<file path="config.mk">
export PLATFORM = sky130hd
export DESIGN_NAME = fractal_zoom_sequencer
export DESIGN_NICKNAME = d
export VERILOG_FILES = /design/src/rtl/fractal_zoom_sequencer.sv
export SDC_FILE = /design/constraint.sdc
export NUM_CORES = 1
export LEC_CHECK = 0
export BUFFER_PORTS_ARGS = -buffer_cell sky130_fd_sc_hd__buf_4
export CORE_UTILIZATION = 45
export CTS_CLUSTER_DIAMETER = 50
export CTS_CLUSTER_SIZE = 16
export DETAILED_ROUTE_END_ITERATION = 6
export GPL_TIMING_DRIVEN = 0
export HOLD_SLACK_MARGIN = 0.03
export PLACE_DENSITY = 0.67
export SLEW_MARGIN = 40
export SYNTH_ARGS = -nofsm -noshare
export SYNTH_HDL_FRONTEND = slang
export SYNTH_SLANG_ARGS = --single-unit
</file>
<file path="constraint.sdc">
create_clock -name clk -period 7.7 [get_ports clk]
set_clock_uncertainty 0.1 [all_clocks]
set_input_delay 1.54 -clock clk [delete_from_list [all_inputs] [get_ports clk]]
set_output_delay 1.54 -clock clk [all_outputs]
set_load 0.05 [all_outputs]
</file>
<file path="src/rtl/fractal_zoom_sequencer.sv">
// Frame-level zoom controller for fractal_generator.
// Holds the generator in reset while it computes the frame origin from the zoom centre
// and the current pitch. It then releases the generator for one frame, counts lines on
// the monitored colorized stream, and shrinks the pitch geometrically between frames.
module fractal_zoom_sequencer #(
  parameter int unsigned OUTPUT_WIDTH  = 1920,
  parameter int unsigned OUTPUT_HEIGHT = 1080,
  parameter int unsigned ZOOM_SHIFT    = 6,
  parameter int unsigned STEP_WIDTH    = 16
) (
  input  logic                         clk,
  input  logic                         resetn,
  input  logic                         start_in,
  input  logic                         stop_in,
  input  logic signed [31:0]           cx_in,
  input  logic signed [31:0]           cy_in,
  input  logic signed [31:0]           dx_init_in,
  input  logic signed [31:0]           dy_init_in,
  input  logic        [STEP_WIDTH-1:0] steps_in,
  input  logic                         s_tvalid,
  input  logic                         s_tready,
  input  logic                         s_tlast,
  output logic                         gen_resetn,
  output logic signed [31:0]           x0_out,
  output logic signed [31:0]           y0_out,
  output logic signed [31:0]           dx_out,
  output logic signed [31:0]           dy_out,
  output logic                         busy,
  output logic                         done,
  output logic                         frame_done,
  output logic        [STEP_WIDTH-1:0] step_count
);

  localparam int unsigned HalfW = OUTPUT_WIDTH / 2;
  localparam int unsigned HalfH = OUTPUT_HEIGHT / 2;
  localparam int unsigned LineW = (OUTPUT_HEIGHT > 2) ? $clog2(OUTPUT_HEIGHT) : 1;

  localparam logic signed [31:0] HalfWS   = 32'(HalfW);
  localparam logic signed [31:0] HalfHS   = 32'(HalfH);
  localparam logic [LineW-1:0]   LastLine = LineW'(OUTPUT_HEIGHT - 1);

  typedef enum logic [1:0] {StIdle, StCalc, StRun, StDone} state_e;

  state_e                 state_q, state_d;
  logic                   start_q, start_d;
  logic                   armed_q, armed_d;
  logic [LineW-1:0]       line_q, line_d;
  logic signed [31:0]     cx_q, cx_d, cy_q, cy_d;
  logic signed [31:0]     dx_init_q, dx_init_d, dy_init_q, dy_init_d;
  logic [STEP_WIDTH-1:0]  steps_q, steps_d;
  logic signed [31:0]     x0_q, x0_d, y0_q, y0_d, dx_q, dx_d, dy_q, dy_d;
  logic [STEP_WIDTH-1:0]  step_count_q, step_count_d;
  logic                   gen_resetn_q, gen_resetn_d;
  logic                   busy_q, busy_d;
  logic                   done_q, done_d;
  logic                   frame_done_q, frame_done_d;

  logic                   start_edge;
  logic                   beat_last;
  logic [STEP_WIDTH-1:0]  step_inc;

  // Non-positive pitch would stall or invert the zoom; force it to the smallest step.
  function automatic logic signed [31:0] clamp_pitch(input logic signed [31:0] d);
    return (d <= 32'sd0) ? 32'sd1 : d;
  endfunction

  // One geometric zoom step, always shrinking by at least 1 and never going below 1.
  function automatic logic signed [31:0] shrink(input logic signed [31:0] d);
    logic signed [31:0] dec;
    logic signed [31:0] nd;
    dec = d >>> ZOOM_SHIFT;
    if (dec < 32'sd1) dec = 32'sd1;
    nd = d - dec;
    if (nd < 32'sd1) nd = 32'sd1;
    return nd;
  endfunction

  // armed_q requires start_in to be seen low after reset, so a start held high across a
  // reset is not mistaken for a fresh rising edge.
  assign start_edge = start_in & ~start_q & armed_q;
  assign beat_last  = s_tvalid & s_tready & s_tlast;
  assign step_inc   = step_count_q + STEP_WIDTH'(1);

  // Next-state and registered-output computation for the sequencer.
  always_comb begin
    state_d      = state_q;
    start_d      = start_in;
    armed_d      = armed_q | ~start_in;
    line_d       = line_q;
    cx_d         = cx_q;
    cy_d         = cy_q;
    dx_init_d    = dx_init_q;
    dy_init_d    = dy_init_q;
    steps_d      = steps_q;
    x0_d         = x0_q;
    y0_d         = y0_q;
    dx_d         = dx_q;
    dy_d         = dy_q;
    step_count_d = step_count_q;
    frame_done_d = 1'b0;

    if (stop_in) begin
      // Abort wins over everything, including a coincident frame end.
      state_d = StIdle;
      line_d  = '0;
    end else begin
      unique case (state_q)
        StIdle: begin
          if (start_edge) begin
            cx_d         = cx_in;
            cy_d         = cy_in;
            dx_init_d    = clamp_pitch(dx_init_in);
            dy_init_d    = clamp_pitch(dy_init_in);
            steps_d      = steps_in;
            dx_d         = clamp_pitch(dx_init_in);
            dy_d         = clamp_pitch(dy_init_in);
            step_count_d = '0;
            line_d       = '0;
            state_d      = StCalc;
          end
        end
        StCalc: begin
          // Products and differences wrap at 32 bits by design.
          x0_d    = cx_q - (dx_q * HalfWS);
          y0_d    = cy_q - (dy_q * HalfHS);
          state_d = StRun;
        end
        StRun: begin
          if (beat_last) begin
            if (line_q == LastLine) begin
              line_d       = '0;
              frame_done_d = 1'b1;
              step_count_d = step_inc;
              if ((steps_q != '0) && (step_inc == steps_q)) begin
                state_d = StDone;
              end else begin
                if ((steps_q == '0) && (dx_q == 32'sd1) && (dy_q == 32'sd1)) begin
                  // Infinite mode bottomed out: restart the zoom from the initial pitch.
                  dx_d = dx_init_q;
                  dy_d = dy_init_q;
                end else begin
                  dx_d = shrink(dx_q);
                  dy_d = shrink(dy_q);
                end
                state_d = StCalc;
              end
            end else begin
              line_d = line_q + LineW'(1);
            end
          end
        end
        StDone: begin
          if (!start_in) state_d = StIdle;
        end
        default: state_d = StIdle;
      endcase
    end

    // Outputs are registered images of the state being entered.
    gen_resetn_d = (state_d == StRun);
    busy_d       = (state_d == StCalc) || (state_d == StRun);
    done_d       = (state_d == StDone);
  end

  // State, latched sequence parameters and registered outputs.
  always_ff @(posedge clk or negedge resetn) begin
    if (!resetn) begin
      state_q      <= StIdle;
      start_q      <= 1'b0;
      armed_q      <= 1'b0;
      line_q       <= '0;
      cx_q         <= '0;
      cy_q         <= '0;
      dx_init_q    <= '0;
      dy_init_q    <= '0;
      steps_q      <= '0;
      x0_q         <= '0;
      y0_q         <= '0;
      dx_q         <= '0;
      dy_q         <= '0;
      step_count_q <= '0;
      gen_resetn_q <= 1'b0;
      busy_q       <= 1'b0;
      done_q       <= 1'b0;
      frame_done_q <= 1'b0;
    end else begin
      state_q      <= state_d;
      start_q      <= start_d;
      armed_q      <= armed_d;
      line_q       <= line_d;
      cx_q         <= cx_d;
      cy_q         <= cy_d;
      dx_init_q    <= dx_init_d;
      dy_init_q    <= dy_init_d;
      steps_q      <= steps_d;
      x0_q         <= x0_d;
      y0_q         <= y0_d;
      dx_q         <= dx_d;
      dy_q         <= dy_d;
      step_count_q <= step_count_d;
      gen_resetn_q <= gen_resetn_d;
      busy_q       <= busy_d;
      done_q       <= done_d;
      frame_done_q <= frame_done_d;
    end
  end

  assign gen_resetn = gen_resetn_q;
  assign x0_out     = x0_q;
  assign y0_out     = y0_q;
  assign dx_out     = dx_q;
  assign dy_out     = dy_q;
  assign busy       = busy_q;
  assign done       = done_q;
  assign frame_done = frame_done_q;
  assign step_count = step_count_q;

endmodule

</file>
==> flow_summary.ini, run 1 <==
[status]
status = finished, violations left
violations = setup timing

[synthesis]
yosysMostFrequentCell = nand2_1
synth_area_leaders = dfrtp_1 30%, ha_1 14%, fa_1 7.6%
ys_ff_latch = 307
synth_edf_count = 0
synthesis.nets = 3434
synth_top_area_share_pct = 30.0
synthCells = 2902
ys_seq_area_share_pct = 30.0
synth_warnings = 0
ys_types = 68
synth_commonest_cells = 380 x nand2_1, 307 x dfrtp_1, 307 x inv_1
async_flop_share_pct = 100
synthFlopType = dfrtp_1
yosysTopAreaCell = dfrtp_1
syn_area_sq_mm = 0.0256
syn_area_per_cell_sq_um = 8.83

[pwr]
leakage_nw = 14.9
vdd_drop_max_mv = 0.372
power.density_mw_per_mm2 = 496

[placed_design]
placed_area_sq_mm = 0.0291
pre_cts_ws_ns = -1.49
dp_hpwl_um = 60900
gp_congestion = 0.992
portBuffers = 297

[clock_tree]
clkTransAtPathRegs_ns = 0.06
holdBufCountCts = 0
root_buffer = clkbuf_16
insertion_delay_ns = 0.59
cts_tree = built
cts-htree-levels = 2
cts_buffers = 40
clk_path_buf_depth = 3
cts.sinks = 307

[timing]
hold_viol_final = 0
finalSetupViolCount = 29
min_period_over_period_pct = 102
fmax_mhz = 127
period_minus_slack_ns = 7.88
setup_ws_ns = -0.184
setup_tns_ns = -2.81
max-slew-margin-rel_pct = 42.1
drv_slew = 0
tightestPinTransition_ns = 0.868
rsz0062_at_grt = true

[worst_setup_path]
cpMostUsedCell = or4_4
criticalPathCategory = flop to flop
crit_path_start_kind = flop
cp.required_ns = 8.08
worst-endpoint-arrival_ns = 8.26
critPathMaxFanout = 7
end_kind = flop
r2r-start = dy_out[12]$_DFFE_PN0P_
slowest_delay_ns = 0.54
crit_slowest_cell = or4b_4
critical_path.startpoint = dy_out[12]$_DFFE_PN0P_

[floorplanning]
rows = 87
pin_count = 299
die_x_um = 241
placeableCoreArea_sq_mm = 0.0563
die_y_um = 241
die-area_sq_mm = 0.0579
start_util_pct = 45.5

[detailed_routing]
post-route-drc-count = 0
ant_nets = 0
route.vias.total = 22800
vias_per_cell = 5.61
first_pass_iters = 5
wire_per_inst_um = 19.1
drt_iter0_markers = 1473
routed_wl_um = 77800

[global_route]
grt_max_degree = 68
antenna_found_initial = 4
grt_pass1_vias = 22400
grt_usage_pct = 26.6
grt_overflow = 0
grt_pass1_wl_um = 121000

[cells_and_area]
finish.instance_area_sq_mm = 0.0311
drive_above_1_share_pct = 18.6
syn_to_final_growth_pct = 21.3
diodes = 0
finalNetCount = 3812

[flow_run]
drv_cap = 0

[min_path]
min_from = y0_out[25]$_DFFE_PN0P_
hold_path_class = flop to flop
-- metal layers --
metal	routed length, um	up-vias	global-route usage [%]
li1	-	10900	-
met1	32400	11000	33.6
met2	37300	727	45.3
met3	5090	172	4.83
met4	2900	8	10.0
met5	50	-	0
-- stage by stage --
| stage | util, % | std cells | hold slack (ns) | total power [mW] |
|---|---|---|---|---|
| floorplan | - | 2902 | 0.337 | 10.5 |
| global placement | 51.4 | 3955 | 0.356 | 12.9 |
| detailed placement | 51.6 | 3961 | 0.370 | 13.2 |
| CTS | 54.8 | 4057 | 0.378 | 15.3 |
| global route | 55.2 | 4068 | 0.404 | 16.8 |
| finish | 55.2 | 4068 | 0.377 | 15.4 |
-- flip-flops by register name (all words and copies together), names as in the netlist, 32 cells and up --
signal,flops
dy_out,32
dx_init_q,32
x0_out,32
cx_q,32
dx_out,32
cy_q,32
dy_init_q,32
y0_out,32
-- critical path: cells and delay by family (launching register included) --
kind / cells / cell delay, ns
flip-flops: 1 / 0.50
buffers and inverters: 6 / 0.75
adder cells (fa/ha/maj): 5 / 1.09
AND/OR/NAND/NOR: 13 / 4.11
AO/OA/AOI/OAI: 5 / 1.05
XOR/XNOR: 1 / 0.15
-- layout by cell type, fill, tap and decap left out, types with 34 or more instances in the layout --
cell	Yosys	final
a221oi_1	40	34
buf_4	0	328
nor3_1	36	35
clkbuf_1	111	97
a21oi_1	190	187
nand3_1	35	35
dfrtp_1	307	280
mux2_2	91	91
inv_1	307	302
nor2_1	130	128
ha_1	284	276
xor2_1	62	62
o31ai_1	66	64
xnor2_1	109	106
nand2_1	380	378
o21ai_0	225	219
clkbuf_16	0	41
a21o_1	43	43
nand2b_1	35	35
fa_1	97	96
-- final cells by class --
class                      instances  area (sq um)
fill                            5086         25200
sequential                       307          7720
tap                              756           946
timing repair buffer             340          2670
clock inverter                    26           302
multi-input combinational       2174         16700
buffer                           110           490
clock buffer                      48          1060
inverter                         307          1150
-- cell families after synthesis --
logic type,synth area share [%]
buffers and inverters,6.17
adders and majority gates,21.5
and+or+nand+nor,14.2
muxes,4.12
AOI/OAI and AO/OA,18.2
xor gates and xnor gates,5.85
DFF,30.0
-- final timing paths --
check,slack (ns),cells after the start,end
max in group asynchronous,5.30,4,cx_q[2]$_DFFE_PN0P_
hold / removal,0.38,2,y0_out[25]$_DFFE_PN0P_
hold reg to reg,0.38,2,y0_out[25]$_DFFE_PN0P_
min in group asynchronous,0.77,1,dx_init_q[25]$_DFFE_PN0P_
setup reg to reg,-0.18,30,dy_out[26]$_DFFE_PN0P_
setup / recovery,-0.18,30,dy_out[26]$_DFFE_PN0P_
-- report_power, final --
part	switching (mW)	internal, mW
clock	0.809	1.11
sequential	0.433	1.99
combinational	6.48	4.59
-- what timing repair did --
item | CTS | global route
resized for setup | 57 | 42
pin swaps | 36 | 11
setup endpoints to repair | 64 | 62
gates cloned | 1 | 0
setup buffers | 23 | 13
Power figures use the tool's default switching activity.
==> run 2, diff against run 1 <==
--- a/config.mk
+++ b/config.mk
@@ -6,13 +6,15 @@
 export NUM_CORES = 1
 export LEC_CHECK = 0
 export BUFFER_PORTS_ARGS = -buffer_cell sky130_fd_sc_hd__buf_4
+export CELL_PAD_IN_SITES_DETAIL_PLACEMENT = 1
+export CELL_PAD_IN_SITES_GLOBAL_PLACEMENT = 1
 export CORE_UTILIZATION = 45
 export CTS_CLUSTER_DIAMETER = 50
 export CTS_CLUSTER_SIZE = 16
 export DETAILED_ROUTE_END_ITERATION = 6
 export GPL_TIMING_DRIVEN = 0
 export HOLD_SLACK_MARGIN = 0.03
-export PLACE_DENSITY = 0.67
+export PLACE_DENSITY_LB_ADDON = 0.1
 export SLEW_MARGIN = 40
 export SYNTH_ARGS = -nofsm -noshare
 export SYNTH_HDL_FRONTEND = slang
==> constraint.sdc (replaced) <==
create_clock -name clk -period 8.56 [get_ports clk]
set_clock_uncertainty 0.1 [all_clocks]
set_input_delay 1.712 -clock clk [delete_from_list [all_inputs] [get_ports clk]]
set_output_delay 1.712 -clock clk [all_outputs]
set_load 0.05 [all_outputs]
==> flow_summary.ini, run 2 (same netlist as run 1, synthesis figures left out) <==
[global_route]
grt_pass1_vias = 24900
grt_max_degree = 69
grt_overflow = 0
antenna_found_initial = 3
grt_pass1_wl_um = 140000
grt_usage_pct = 31.1

[placed_design]
dp_hpwl_um = 70400
portBuffers = 297
pre_cts_ws_ns = -2.08
gp_congestion = 0.910
placed_area_sq_mm = 0.0290

[clock_tree]
insertion_delay_ns = 0.60
clkTransAtPathRegs_ns = 0.06
holdBufCountCts = 0
root_buffer = clkbuf_16
cts_buffers = 46
cts.sinks = 307
cts_tree = built
cts-htree-levels = 2
clk_path_buf_depth = 3

[cells_and_area]
multiInputGateArea_sq_mm = 0.0166
finish.instance_area_sq_mm = 0.0310
nFillCells = 6602
syn_to_final_growth_pct = 21.1
regArea_sq_mm = 0.00771
layout_commonest_cell = nand2_1
final_core_util_pct = 55.1
final_cell_mix = 379 x nand2_1, 315 x buf_4, 306 x inv_1, 285 x dfrtp_1, 281 x ha_1
drive_above_1_share_pct = 17.5
finalNetCount = 3803

[floorplanning]
rows = 87
die_y_um = 241
pin_count = 299
placeableCoreArea_sq_mm = 0.0563
die_x_um = 241
start_util_pct = 45.5
die-area_sq_mm = 0.0579

[worst_setup_path]
crit_slowest_cell = or4_4
crit_path_start_kind = flop
crit_buf_inv = 5
cp_top_family = simple AND/OR/NAND/NOR gates
cp.required_ns = 8.94
cpMostUsedCell = or4_4
worst-endpoint-arrival_ns = 8.74
end_kind = flop
critPathMaxFanout = 10
slowest_delay_ns = 0.56
criticalPathCategory = flop to flop

[pwr]
power.density_mw_per_mm2 = 468
vdd_drop_max_mv = 0.383
leakage_nw = 14.9

[timing]
setup_ws_ns = 0.203
drv_slew = 0
tightestPinTransition_ns = 0.819
min_period_over_period_pct = 97.6
max-slew-margin-rel_pct = 45.4
finalSetupViolCount = 0
period_minus_slack_ns = 8.36
hold_viol_final = 0
fmax_mhz = 120

[detailed_routing]
drt_iter0_markers = 1041
vias_per_cell = 5.77
ant_nets = 0
wire_per_inst_um = 22.1
routed_wl_um = 89800
route.vias.total = 23500
first_pass_iters = 4
post-route-drc-count = 0

[flow_run]
drv_cap = 0

[min_path]
hold_path_class = flop to flop

[status]
status = finished, final reports clean
## run 2: cell type report
cell class	instances	share of cell area (%)
multi-input cells	2174	53.4
flip-flops and latches	307	24.9
repair buffers	324	8.22
clock buffers	52	3.98
inverters	307	3.71
well taps	756	3.05
plain buffers	111	1.50
clock inverters	34	1.24
diodes	3	0.0242
## run 2: worst paths after layout
check                                       start  cells past startpoint  slack (ns)                      to
min in group asynchronous                  resetn                      1        0.90     cx_q[2]$_DFFE_PN0P_
min                        y0_out[26]$_DFFE_PN0P_                      1        0.38  y0_out[26]$_DFFE_PN0P_
max reg2reg                dy_out[12]$_DFFE_PN0P_                     29        0.20  dy_out[25]$_DFFE_PN0P_
max                        dy_out[12]$_DFFE_PN0P_                     29        0.20  dy_out[25]$_DFFE_PN0P_
min reg2reg                y0_out[26]$_DFFE_PN0P_                      1        0.38  y0_out[26]$_DFFE_PN0P_
max in group asynchronous                  resetn                      5        5.85   dx_out[8]$_DFFE_PN0P_
## run 2: through the flow
stage	hold WS (ns)	TNS, ns	instances	power (mW)
2_1_floorplan	0.337	0	2902	9.44
3_3_place_gp	0.358	-91.26	3955	11.9
3_5_place_dp	0.371	-84.19	3962	12.3
4_1_cts	0.384	0	4058	14.5
5_1_grt	0.399	-0.107	4068	15.7
6_report	0.382	0	4068	14.5
## run 2: layer usage
metal  vias up  track usage [%]  wire length, um  part of all wire (%)
met1     11900             38.5            37100                    41
met3       172             4.19             4210                   4.7
met2       559             54.3            45100                    50
met5         -                0                0                     0
li1      10900                -                -                     -
met4         0             13.0             3340                   3.7
## run 2: timing repair
action,CTS,global route
gates cloned,0,2
endpoints found under the setup margin,63,60
setup buffers,12,6
pin swaps,4,11
resized for setup,54,32
hold endpoints to repair,0,0
## run 2: where the power goes
part           leakage [nW]  switching, mW  internal [mW]  total [mW]
combinational          10.3           6.26           4.10        10.4
clock                 0.784          0.849           1.12        1.97
sequential             3.88          0.404           1.79        2.19
total                  14.9           7.51           7.01        14.5
==> run 3, diff against run 2 <==
--- a/config.mk
+++ b/config.mk
@@ -8,6 +8,7 @@
 export BUFFER_PORTS_ARGS = -buffer_cell sky130_fd_sc_hd__buf_4
 export CELL_PAD_IN_SITES_DETAIL_PLACEMENT = 1
 export CELL_PAD_IN_SITES_GLOBAL_PLACEMENT = 1
+export CORE_ASPECT_RATIO = 0.7
 export CORE_UTILIZATION = 45
 export CTS_CLUSTER_DIAMETER = 50
 export CTS_CLUSTER_SIZE = 16
==> flow_summary.ini, run 3 (same netlist as run 1, synthesis figures left out) <==
[status]
status = finished, final reports clean

[cells_and_area]
finish.instance_area_sq_mm = 0.0305
fin_cells = 4029
syn_to_final_growth_pct = 19.2
layout_commonest_cell = nand2_1
final_cell_mix = 379 x nand2_1, 317 x buf_4, 306 x inv_1, 286 x dfrtp_1, 280 x ha_1
drive_above_1_share_pct = 16.9
finalNetCount = 3794
final_core_util_pct = 54.8
nFillCells = 6561

[clock_tree]
holdBufCountCts = 0
insertion_delay_ns = 0.57
cts_tree = built
cts_buffers = 35
cts-htree-levels = 2
clkTransAtPathRegs_ns = 0.07
cts.sinks = 307
clk_path_buf_depth = 3
root_buffer = clkbuf_16

[detailed_routing]
vias_per_cell = 5.88
ant_nets = 0
routed_wl_um = 91600
wire_per_inst_um = 22.7
first_pass_iters = 5
drt_iter0_markers = 1461
route.vias.total = 23700
post-route-drc-count = 0

[pwr]
p_clk_share_pct = 11.4
pwr-share-comb_pct = 73.0
power.density_mw_per_mm2 = 462
leakage_nw = 14.7
switching_share_pct = 52.1
switchingPower_mw = 7.35
vdd_drop_max_mv = 0.435
total_power_mw = 14.1
seqPwrFrac_pct = 15.6
intPower_mw = 6.76

[floorplanning]
rows = 72
die_y_um = 202
start_util_pct = 45.9
die-area_sq_mm = 0.0579
placeableCoreArea_sq_mm = 0.0558
die_x_um = 287
pin_count = 299

[worst_setup_path]
r2r_cells = 30
slowest_delay_ns = 0.56
cp_top_family = simple AND/OR/NAND/NOR gates
crit_path_start_kind = flop
worst-endpoint-arrival_ns = 8.71
r2r-start = dy_out[12]$_DFFE_PN0P_
criticalPathCategory = flop to flop
crit_buf_inv = 6
cp.required_ns = 8.92
rr_endpoint = dy_out[7]$_DFFE_PN0P_
crit_slowest_cell = or4_4
end_kind = flop
r2r_slack_ns = 0.21
cpMostUsedCell = or4_4
critPathMaxFanout = 10

[placed_design]
dp_hpwl_um = 72000
dpl.cell_count = 3945
portBuffers = 297
gp_congestion = 0.957
placed_area_sq_mm = 0.0289

[timing]
hold_viol_final = 0
max-slew-margin-rel_pct = 40.9
drv_slew = 0
min_period_over_period_pct = 97.6
setup_tns_ns = 0
period_minus_slack_ns = 8.35
finalSetupViolCount = 0
fmax_mhz = 120
tightestPinTransition_ns = 0.884
rsz0062_at_grt = false

[global_route]
antenna_found_initial = 4
grt_usage_pct = 31.7
grt_overflow = 0
grt_pass1_wl_um = 144000
grt_max_degree = 72
grt_pass1_vias = 25100

[min_path]
hold_path_class = flop to flop
hold-path-endpoint = line_q[10]$_DFFE_PN0P_
holdPathStages = 1
min_from = line_q[10]$_DFFE_PN0P_

[flow_run]
drv_cap = 0
run 3: cell count changes in the layout (fill, tap and decap cells not counted), moves of 3 or more:
cell and change:
clkbuf_1 -3, clkbuf_16 -11, clkbuf_2 +4, clkbuf_8 -5, inv_6 -5, inv_8 -3
run 3: power groups by stage:
stage | clock network (mW) | registers [mW] | logic, mW
3_5_place_dp | 0 | 2.24 | 9.99
4_1_cts | 1.63 | 2.20 | 10.2
5_1_grt | 1.68 | 2.24 | 11.3
6_report | 1.60 | 2.20 | 10.3
3_3_place_gp | 0 | 2.22 | 9.55
2_1_floorplan | 0 | 2.74 | 6.71
run 3: cell type report:
class                   instances  area [sq um]  share of cell area, %
well taps                     740           926                   3.03
diodes                          2          5.00                 0.0164
clock buffers                  38           918                   3.01
multi-input cells            2174         16500                   54.1
flip-flops and latches        307          7710                   25.2
repair buffers                327          2560                   8.37
plain buffers                 110           468                   1.53
clock inverters                24           285                  0.934
inverters                     307          1150                   3.77
run 3: repair_timing:
action / in CTS / in global routing
gates cloned: 0 / 0
endpoints found under the setup margin: 63 / 60
resized for setup: 56 / 19
pin swaps: 8 / 11
setup buffers: 14 / 10
run 3: through the flow:
step           hold slack (ns)  worst slack [ns]
2_1_floorplan            0.337             0.193
6_report                 0.380             0.208
4_1_cts                  0.384            0.0232
3_3_place_gp             0.357             -2.53
5_1_grt                  0.401            0.0226
3_5_place_dp             0.368             -2.24
run 3: worst max-delay path by stage:
stage	from	end	slack, ns	cells past startpoint
2_1_floorplan	dy_out[12]$_DFFE_PN0P_	dy_out[17]$_DFFE_PN0P_	0.19	30
3_3_place_gp	dy_out[12]$_DFFE_PN0P_	dy_out[7]$_DFFE_PN0P_	-2.53	30
3_5_place_dp	dy_out[12]$_DFFE_PN0P_	dy_out[8]$_DFFE_PN0P_	-2.24	29
4_1_cts	dy_out[12]$_DFFE_PN0P_	dy_out[23]$_DFFE_PN0P_	0.02	29
5_1_grt	dy_out[12]$_DFFE_PN0P_	dy_out[7]$_DFFE_PN0P_	0.02	30
6_report	dy_out[12]$_DFFE_PN0P_	dy_out[7]$_DFFE_PN0P_	0.21	30
run 3: routing by layer:
| layer | share of wire (%) | track usage, % |
|---|---|---|
| met5 | 0.014 | 0 |
| met4 | 2.5 | 9.50 |
| met3 | 5.4 | 4.20 |
| met2 | 47 | 51.2 |
| met1 | 45 | 44.2 |
